$ cat config.mk
export PLATFORM = sky130hd
export DESIGN_NAME = led_matrix_scanner
export DESIGN_NICKNAME = d
export VERILOG_FILES = /design/src/rtl/led_matrix_scanner.sv
export SDC_FILE = /design/constraint.sdc
export NUM_CORES = 1
export LEC_CHECK = 0
export CAP_MARGIN = 20
export CORE_MARGIN = 4
export CORE_UTILIZATION = 45
export DETAILED_ROUTE_END_ITERATION = 7
export MAX_ROUTING_LAYER = met4
export PLACE_DENSITY = 0.69
export SYNTH_ARGS = -nofsm -noshare
export SYNTH_HDL_FRONTEND = slang
export SYNTH_SLANG_ARGS = --single-unit
$ cat constraint.sdc
create_clock -name clk -period 2 [get_ports clk]
set_input_delay 0.2 -clock clk [delete_from_list [all_inputs] [get_ports clk]]
set_output_delay 0.2 -clock clk [all_outputs]
set_load 0.01 [all_outputs]
$ cat src/rtl/led_matrix_scanner.sv
// led_matrix_scanner: time-multiplexed LED matrix driver.
// Scans a ROWS x COLS image one column at a time. Each column dwells for
// SCAN_DIV cycles: BLANK_CYCLES with everything off to suppress ghosting,
// then PWM-modulated drive. Frames arrive via a valid/ready handshake into
// a pending buffer and are promoted to the display buffer only on a frame
// boundary, or immediately while idle.
module led_matrix_scanner #(
  parameter int ROWS         = 5,
  parameter int COLS         = 5,
  parameter int SCAN_DIV     = 1000,
  parameter int BLANK_CYCLES = 2,
  parameter int PWM_BITS     = 3
) (
  input  logic                  clk,
  input  logic                  rst,
  input  logic                  ena,
  input  logic [ROWS*COLS-1:0]  cells,
  input  logic                  cells_valid,
  output logic                  cells_ready,
  input  logic [PWM_BITS-1:0]   brightness,
  output logic [ROWS-1:0]       rows,
  output logic [COLS-1:0]       cols,
  output logic [$clog2(COLS):0] col_index,
  output logic                  frame_done
);

  localparam int DW = (SCAN_DIV > 1) ? $clog2(SCAN_DIV) : 1;
  localparam int CW = $clog2(COLS) + 1;
  localparam logic [DW-1:0]   DWELL_LAST = DW'(SCAN_DIV - 1);
  localparam logic [DW-1:0]   DWELL_DRV  = DW'(BLANK_CYCLES);
  localparam logic [CW-1:0]   COL_LAST   = CW'(COLS - 1);
  localparam logic [COLS-1:0] COL_ONE    = COLS'(1);

  typedef enum logic [1:0] {IDLE, BLANK, DRIVE} state_t;

  state_t                 state;
  logic [DW-1:0]          dwell;
  logic [PWM_BITS-1:0]    pwm_cnt;
  logic [PWM_BITS-1:0]    bright_q;
  logic [ROWS*COLS-1:0]   display;
  logic [ROWS*COLS-1:0]   pending;
  logic                   pending_full;

  logic [DW-1:0]          dwell_inc;
  logic [PWM_BITS-1:0]    pwm_inc;
  logic [CW-1:0]          col_inc;
  logic                   at_last;
  logic                   at_boundary;
  logic                   pwm_on;
  logic                   swap;
  logic [COLS-1:0]        col_sel;
  logic [ROWS-1:0]        drive_rows;

  assign dwell_inc   = dwell + DW'(1);
  // pwm restarts at 0 on the first DRIVE cycle of every column
  assign pwm_inc     = (state == DRIVE) ? pwm_cnt + PWM_BITS'(1) : '0;
  assign col_inc     = (col_index == COL_LAST) ? '0 : col_index + CW'(1);
  assign at_last     = (state != IDLE) && (dwell == DWELL_LAST);
  assign at_boundary = at_last && (col_index == COL_LAST);
  assign col_sel     = COL_ONE << col_index;
  assign pwm_on      = (pwm_inc <= bright_q);
  assign swap        = pending_full && ((state == IDLE) || at_boundary);
  assign cells_ready = ~pending_full;

  // Row drive for the next DRIVE cycle: one-hot column mask picks the cell
  // out of each row slice, which avoids a variable bit index per row.
  for (genvar r = 0; r < ROWS; r++) begin : g_row
    assign drive_rows[r] = ~(pwm_on & (|(display[r*COLS +: COLS] & col_sel)));
  end

  // Scan FSM; outputs are registered from the state chosen at each edge.
  always_ff @(posedge clk or negedge rst) begin
    if (!rst) begin
      state      <= IDLE;
      dwell      <= '0;
      col_index  <= '0;
      pwm_cnt    <= '0;
      bright_q   <= '0;
      rows       <= '1;
      cols       <= '0;
      frame_done <= 1'b0;
    end else if (!ena) begin
      // drop out mid-column; the partial frame is discarded
      state      <= IDLE;
      dwell      <= '0;
      col_index  <= '0;
      pwm_cnt    <= '0;
      rows       <= '1;
      cols       <= '0;
      frame_done <= 1'b0;
    end else if (state == IDLE || at_last) begin
      // start of a column: blank, sample brightness for the whole column
      state      <= BLANK;
      dwell      <= '0;
      pwm_cnt    <= '0;
      bright_q   <= brightness;
      col_index  <= (state == IDLE) ? '0 : col_inc;
      rows       <= '1;
      cols       <= '0;
      frame_done <= 1'b0;
    end else if (dwell_inc < DWELL_DRV) begin
      state      <= BLANK;
      dwell      <= dwell_inc;
      rows       <= '1;
      cols       <= '0;
      frame_done <= 1'b0;
    end else begin
      state      <= DRIVE;
      dwell      <= dwell_inc;
      pwm_cnt    <= pwm_inc;
      rows       <= drive_rows;
      cols       <= col_sel;
      frame_done <= (dwell_inc == DWELL_LAST) && (col_index == COL_LAST);
    end
  end

  // Double buffer: swap and accept are exclusive because ready = ~pending_full.
  always_ff @(posedge clk or negedge rst) begin
    if (!rst) begin
      display      <= '0;
      pending      <= '0;
      pending_full <= 1'b0;
    end else if (swap) begin
      display      <= pending;
      pending_full <= 1'b0;
    end else if (cells_valid && !pending_full) begin
      pending      <= cells;
      pending_full <= 1'b1;
    end
  end

endmodule

==> results.py, run 1 <==
metrics = {
    "power": {
        "p_comb_share_pct": 23.9,
        "intPower_uw": 3740,
        "powerDensity_mw_per_mm2": 1010,
        "irDropWorstVdd_mv": 0.609,
        "switching_share_pct": 25.8,
        "pwr-share-clk_pct": 26.7,
        "p_sw_uw": 1300,
        "leakage_uw": 0.00221,
        "p_seq_share_pct": 49.4,
    },
    "grt": {
        "grt_pass1_vias": 2647,
        "gr-usage-all-layers_pct": 17.3,
        "antenna_found_initial": 0,
        "grt_overflow": 0,
        "grt_pass1_wl_microns": 13200,
        "grt_start_max_net_pins": 38,
    },
    "routing": {
        "remaining_drc_errors": 0,
        "wl_per_cell_microns": 16.4,
        "drt_wl_total_microns": 8010,
        "drt_iter0_drc": 90,
        "vias_per_cell": 5.31,
        "ant_nets": 0,
        "drt-pass1-iter-count": 4,
        "via_count": 2595,
    },
    "clock_tree": {
        "clk_pin_slew_ps": 80,
        "clk_latency_ps": 360,
        "tritoncts": "yes",
        "cts-root-buf": "clkbuf_8",
        "cts_buffers": 9,
        "clockBufferDepth": 2,
        "cts_sinks": 84,
        "htree_levels": 3,
    },
    "synthesis": {
        "synthFlopType": "dfrtp_1",
        "yosys_warnings": 0,
        "synth_seq_cells": 84,
        "synth_edf_count": 0,
        "synth_nets": 347,
        "syn_inst": 304,
        "yosysSeqAreaShare_pct": 54.4,
        "syn_area_per_cell_sq_um": 12.8,
        "synthArstFlopShare_pct": 100,
        "synth_area_sq_mm": 0.00388,
        "synth.distinct_cells": 44,
    },
    "finish": {
        "antenna_cells": 0,
        "multi_input_area_sq_mm": 0.00172,
        "final_nets": 423,
        "fin_cells": 489,
        "area_growth_pct": 28.7,
        "register_area_sq_mm": 0.00211,
        "drive_gt1_share_pct": 33.3,
        "nFillCells": 676,
        "design_area_sq_mm": 0.00499,
    },
    "worst_setup_path": {
        "rr_worst_depth": 7,
        "cp_data_required_time_ps": 2250,
        "max_stage_delay_ps": 470,
        "crit_slowest_cell": "or4_4",
        "cp-end-kind": "flip-flop",
        "critPathLaunchType": "flip-flop",
        "crit_type": "reg2reg",
        "reg2reg_slack_ps": 30,
        "rr_endpoint": "display[11]",
        "cp_cell_sequence": "ha_4, nand3_2, or4_4, nor2_4, o21ai_4, clkbuf_16, mux2_4",
        "reg2reg_from": "dwell[0]",
        "worstPathMaxFanout": 13,
        "cp.arrival_ps": 2220,
    },
    "timing": {
        "setup_viol": 0,
        "finalCriticalPeriod_ps": 1970,
        "fmax_mhz": 508,
        "finalMaxSlewViolations": 0,
        "max_slew_margin_pct": 65.4,
        "hold_violations": 0,
        "skew_ps": 8.68,
        "tightest_slew_ps": 514,
        "fin_crit_sh_pct": 98.5,
    },
    "place": {
        "numPortBuffers": 47,
        "post_dp_cell_area_sq_mm": 0.00463,
        "placed_cells": 467,
        "dp_hpwl_microns": 5450,
        "gp_congestion": 0.837,
    },
    "floorplanning": {
        "start_util_pct": 46.7,
        "rows": 33,
        "die_h_microns": 101,
        "die-area_sq_mm": 0.0102,
        "core_sq_mm": 0.00830,
        "die_w_microns": 101,
        "io_pins": 48,
    },
    "run": {
        "maxCapViolCount": 0,
    },
    "status": {
        "status": "completed",
    },
    "hold_path": {
        "hold_path_class": "in2async",
    },
}
what timing repair did:
item / in CTS / in global routing
resized for setup: 4 / 11
setup endpoints to repair: 6 / 20
gates cloned: 0 / 2
hold buffers: 1 / 0
pin swaps: 0 / 4
endpoints found under the hold margin: 19 / 0
setup buffers: 1 / 3
cells in the final DEF (no fill, tap or decap), types with 5 or more instances in the layout:
master           instances
dfrtp_1                 79
clkdlybuf4s50_1         46
mux2_2                  39
buf_4                   30
nor2_1                  22
mux2_4                  19
nand2_1                 15
clkbuf_8                10
nand3_1                  9
ha_1                     9
inv_1                    7
xor2_1                   6
o21ai_0                  6
xnor2_1                  5
a222oi_1                 5
dfstp_2                  5
cell type report:
type / count / share of cell area (%)
clock buffer: 10 / 2.76
clock inverter: 5 / 1.73
inverter: 7 / 0.527
multi-input combinational: 196 / 34.4
sequential: 84 / 42.3
tap: 105 / 2.63
timing repair buffer: 82 / 15.7
cells by family (layout without fill, tap and decap cells):
family,count (synthesis),count (layout),share of synthesized area [%]
buffers and inverters,24,104,3.20
and+or+nand+nor,86,86,11.7
DFF,84,84,54.4
adders and majority gates,11,11,3.55
xor gates and xnor gates,11,11,2.49
AOI/OAI and AO/OA,26,26,4.94
muxes,62,62,19.7
layer usage:
metal | routed length (microns) | track usage [%] | vias to the layer above
met3 | 320 | 3.94 | 10
li1 | - | - | 1226
met1 | 3590 | 21.5 | 1305
met2 | 4000 | 27.8 | 54
met4 | 102 | 5.91 | 0
met5 | 0 | - | -
state kept, by name (all words and copies together) (netlist names):
| register | cells |
|---|---|
| col_index | 4 |
| display | 25 |
| rows | 5 |
| dwell | 10 |
| state | 2 |
| bright_q | 3 |
| frame_done | 1 |
| pending | 25 |
| pwm_cnt | 3 |
| cols | 5 |
| pending_full | 1 |
cell usage after synthesis, types with 2 or more instances:
cell / number / area, sq um
dfrtp_1: 79 / 1980
mux2_2: 39 / 439
nor2_1: 22 / 82.6
mux2_4: 19 / 285
nand2_1: 15 / 56.3
nand3_1: 12 / 60.1
ha_1: 11 / 138
clkbuf_1: 9 / 33.8
inv_1: 7 / 26.3
o21ai_0: 7 / 35.0
xor2_1: 6 / 52.6
a21oi_1: 5 / 25.0
a222oi_1: 5 / 50.1
dfstp_2: 5 / 131
nor2b_1: 5 / 31.3
xnor2_1: 5 / 43.8
and2_1: 4 / 25.0
mux2i_1: 4 / 40.0
nand2b_1: 4 / 25.0
nor3_1: 4 / 20.0
and3_1: 3 / 18.8
buf_2: 3 / 15.0
buf_6: 3 / 33.8
nand4_1: 3 / 18.8
or4_1: 3 / 22.5
and4_1: 2 / 17.5
and4b_1: 2 / 20.0
nor4_1: 2 / 12.5
critical path, delay by kind of cell (launching register included):
kind / cells / cell delay [ps]
and+or+nand+nor: 3 / 700
DFF: 1 / 400
muxes: 1 / 290
buffers and inverters: 1 / 200
adders and majority gates: 1 / 180
AOI/OAI and AO/OA: 1 / 80
worst max-delay path by stage:
stage	start	endpoint	slack (ps)	depth (start not counted)
after floorplan	dwell[1]	display[10]	-30	8
after detailed placement	pwm_cnt[0]	rows[4]	-20	9
after global placement	dwell[1]	display[1]	40	7
final	dwell[0]	display[11]	30	7
after global routing	dwell[4]	state[0]	-30	7
after CTS	pwm_cnt[0]	rows[2]	9	9
power by group through the flow:
stage | registers, uW | clock network [uW] | logic, uW
2_1_floorplan | 2410 | 0 | 900
3_3_place_gp | 2500 | 0 | 1110
3_5_place_dp | 2520 | 0 | 1150
4_1_cts | 2490 | 1380 | 1170
5_1_grt | 2550 | 1450 | 1320
6_report | 2490 | 1340 | 1210
per-stage QoR:
stage / util [%] / power, uW / setup TNS, ps / setup slack [ps] / hold slack, ps
floorplan: - / 3310 / -465 / -25.7 / -95.6
finish: 60.1 / 5040 / 0 / 30.9 / 283
global route: 60.1 / 5320 / -161 / -27.8 / 302
global placement: 55.8 / 3610 / 0 / 44.2 / 121
CTS: 58.9 / 5040 / 0 / 8.83 / 285
detailed placement: 55.8 / 3670 / -23.8 / -23.5 / 132
(Power assumes the default switching activity.)
==> run 2, diff against run 1 <==
--- a/config.mk
+++ b/config.mk
@@ -8,9 +8,10 @@
 export CAP_MARGIN = 20
 export CORE_MARGIN = 4
 export CORE_UTILIZATION = 45
+export CTS_BUF_LIST = sky130_fd_sc_hd__clkbuf_16
 export DETAILED_ROUTE_END_ITERATION = 7
 export MAX_ROUTING_LAYER = met4
-export PLACE_DENSITY = 0.69
+export PLACE_DENSITY = 0.67
 export SYNTH_ARGS = -nofsm -noshare
 export SYNTH_HDL_FRONTEND = slang
 export SYNTH_SLANG_ARGS = --single-unit
==> constraint.sdc (replaced) <==
create_clock -name clk -period 2.5 [get_ports clk]
set_input_delay 0.25 -clock clk [delete_from_list [all_inputs] [get_ports clk]]
set_output_delay 0.25 -clock clk [all_outputs]
set_load 0.01 [all_outputs]
==> results.py, run 2 (synthesized netlist as in run 1, its figures left out) <==
metrics = {
    "worst_setup_path": {
        "cp.arrival_ps": 2570,
        "rr_worst_depth": 6,
        "critPathLaunchType": "flip-flop",
        "crit_type": "reg2reg",
        "cp_data_required_time_ps": 2720,
        "cp-end-kind": "flip-flop",
        "reg2reg_from": "dwell[0]",
        "reg2reg_slack_ps": 150,
        "endpoint": "display[6]",
        "crit_start": "dwell[0]",
        "worstPathMaxFanout": 13,
        "rr_endpoint": "display[6]",
    },
    "power": {
        "leakage_uw": 0.00211,
        "irDropWorstVdd_mv": 0.433,
        "powerDensity_mw_per_mm2": 857,
    },
    "floorplanning": {
        "rows": 33,
        "start_util_pct": 46.7,
        "core_sq_mm": 0.00830,
        "die_w_microns": 101,
        "die-area_sq_mm": 0.0102,
        "die_h_microns": 101,
        "io_pins": 48,
    },
    "clock_tree": {
        "cts-root-buf": "clkbuf_16",
        "htree_levels": 3,
        "clk_pin_slew_ps": 60,
        "tritoncts": "yes",
        "post_cts_buffers": 0,
        "cts-resized-gates": 0,
        "cts_sinks": 84,
        "clk_latency_ps": 330,
        "clockBufferDepth": 2,
        "cts_buffers": 9,
    },
    "timing": {
        "fmax_mhz": 425,
        "hold_violations": 0,
        "max_slew_margin_pct": 36.7,
        "finalMaxSlewViolations": 0,
        "finalCriticalPeriod_ps": 2350,
        "finalSetupTns_ps": 0,
        "fin_crit_sh_pct": 94.1,
        "rsz0062_at_grt": "no",
        "skew_ps": 9.02,
        "tightest_slew_ps": 950,
        "whs_ps": 430,
        "setup_viol": 0,
    },
    "finish": {
        "nFillCells": 701,
        "mostFrequentLayoutCell": "dfrtp_1",
        "final_core_util_pct": 58.0,
        "area_growth_pct": 24.1,
        "multi_input_area_sq_mm": 0.00166,
        "final_cell_mix": "dfrtp_1, clkdlybuf4s50_1, mux2_2",
        "register_area_sq_mm": 0.00211,
        "drive_gt1_share_pct": 27.2,
        "antenna_cells": 0,
        "reg_top3": "display (25), pending (25), dwell (10)",
        "final_nets": 405,
    },
    "routing": {
        "drt_wl_total_microns": 7680,
        "drt_iter0_drc": 112,
        "via_count": 2507,
        "ant_nets": 0,
        "vias_per_cell": 5.31,
        "wl_per_cell_microns": 16.3,
        "remaining_drc_errors": 0,
        "drt-pass1-iter-count": 4,
    },
    "grt": {
        "grt_pass1_vias": 2557,
        "gr-usage-all-layers_pct": 16.4,
        "grt_overflow": 0,
        "grt_start_max_net_pins": 47,
        "antenna_found_initial": 0,
        "grt_pass1_wl_microns": 12700,
    },
    "status": {
        "status": "completed",
    },
    "place": {
        "numPortBuffers": 47,
        "gp_congestion": 0.877,
        "dp_hpwl_microns": 5270,
    },
    "hold_path": {
        "hold_path_class": "in2async",
    },
    "run": {
        "maxCapViolCount": 0,
    },
}
## run 2: final cells by class
type | instances | share of cell area [%]
clock buffer | 9 | 4.68
clock inverter | 7 | 1.04
inverter | 7 | 0.546
multi-input combinational | 197 | 34.4
sequential | 84 | 43.8
tap | 105 | 2.73
timing repair buffer | 63 | 12.8
## run 2: how the worst min path moves through the flow
stage                     startpoint           to  cells after the start
after CTS                        rst   display[8]                      2
after detailed placement         rst   display[8]                      1
after global routing             rst   display[8]                      2
final                            rst   display[8]                      2
after global placement           rst   display[8]                      1
after floorplan                  rst  bright_q[0]                      0
## run 2: power by group
part | total [uW] | internal (uW) | leakage (uW) | switching (uW)
Clock | 1220 | 676 | 0.000130 | 540
Combinational | 912 | 607 | 0.000949 | 305
Sequential | 1990 | 1760 | 0.00103 | 237
## run 2: repair_timing
| item | 4_1_cts | 5_1_grt |
|---|---|---|
| hold endpoints to repair | 36 | 0 |
| endpoints found under the setup margin | 0 | 25 |
| hold buffers | 1 | 0 |
## run 2: critical path, stage by stage (launching register included)
cell and delay, ps:
dfrtp_1 420, ha_1 280, nand3_1 120, or4_1 490
nor2_4 220, o21ai_2 300, mux2_4 400
## run 2: stage by stage
step | setup WS, ps | total power [uW] | cell area, sq um | cells
after detailed placement | 36.9 | 2930 | 4520 | 454
final | 149 | 4120 | 4810 | 472
after floorplan | 404 | 2640 | 3880 | 304
after global placement | 133 | 2880 | 4520 | 454
after global routing | 24.7 | 4360 | 4810 | 472
after CTS | 29.8 | 4170 | 4800 | 471
## run 2: routing by layer
layer  global-route usage, %  vias to the layer above  routed length (microns)
met5                       -                        -                        0
met1                    22.0                     1246                     3500
met2                    24.4                       66                     3700
met3                    3.94                        2                      440
met4                    5.60                        0                       42
li1                        -                     1193                        -
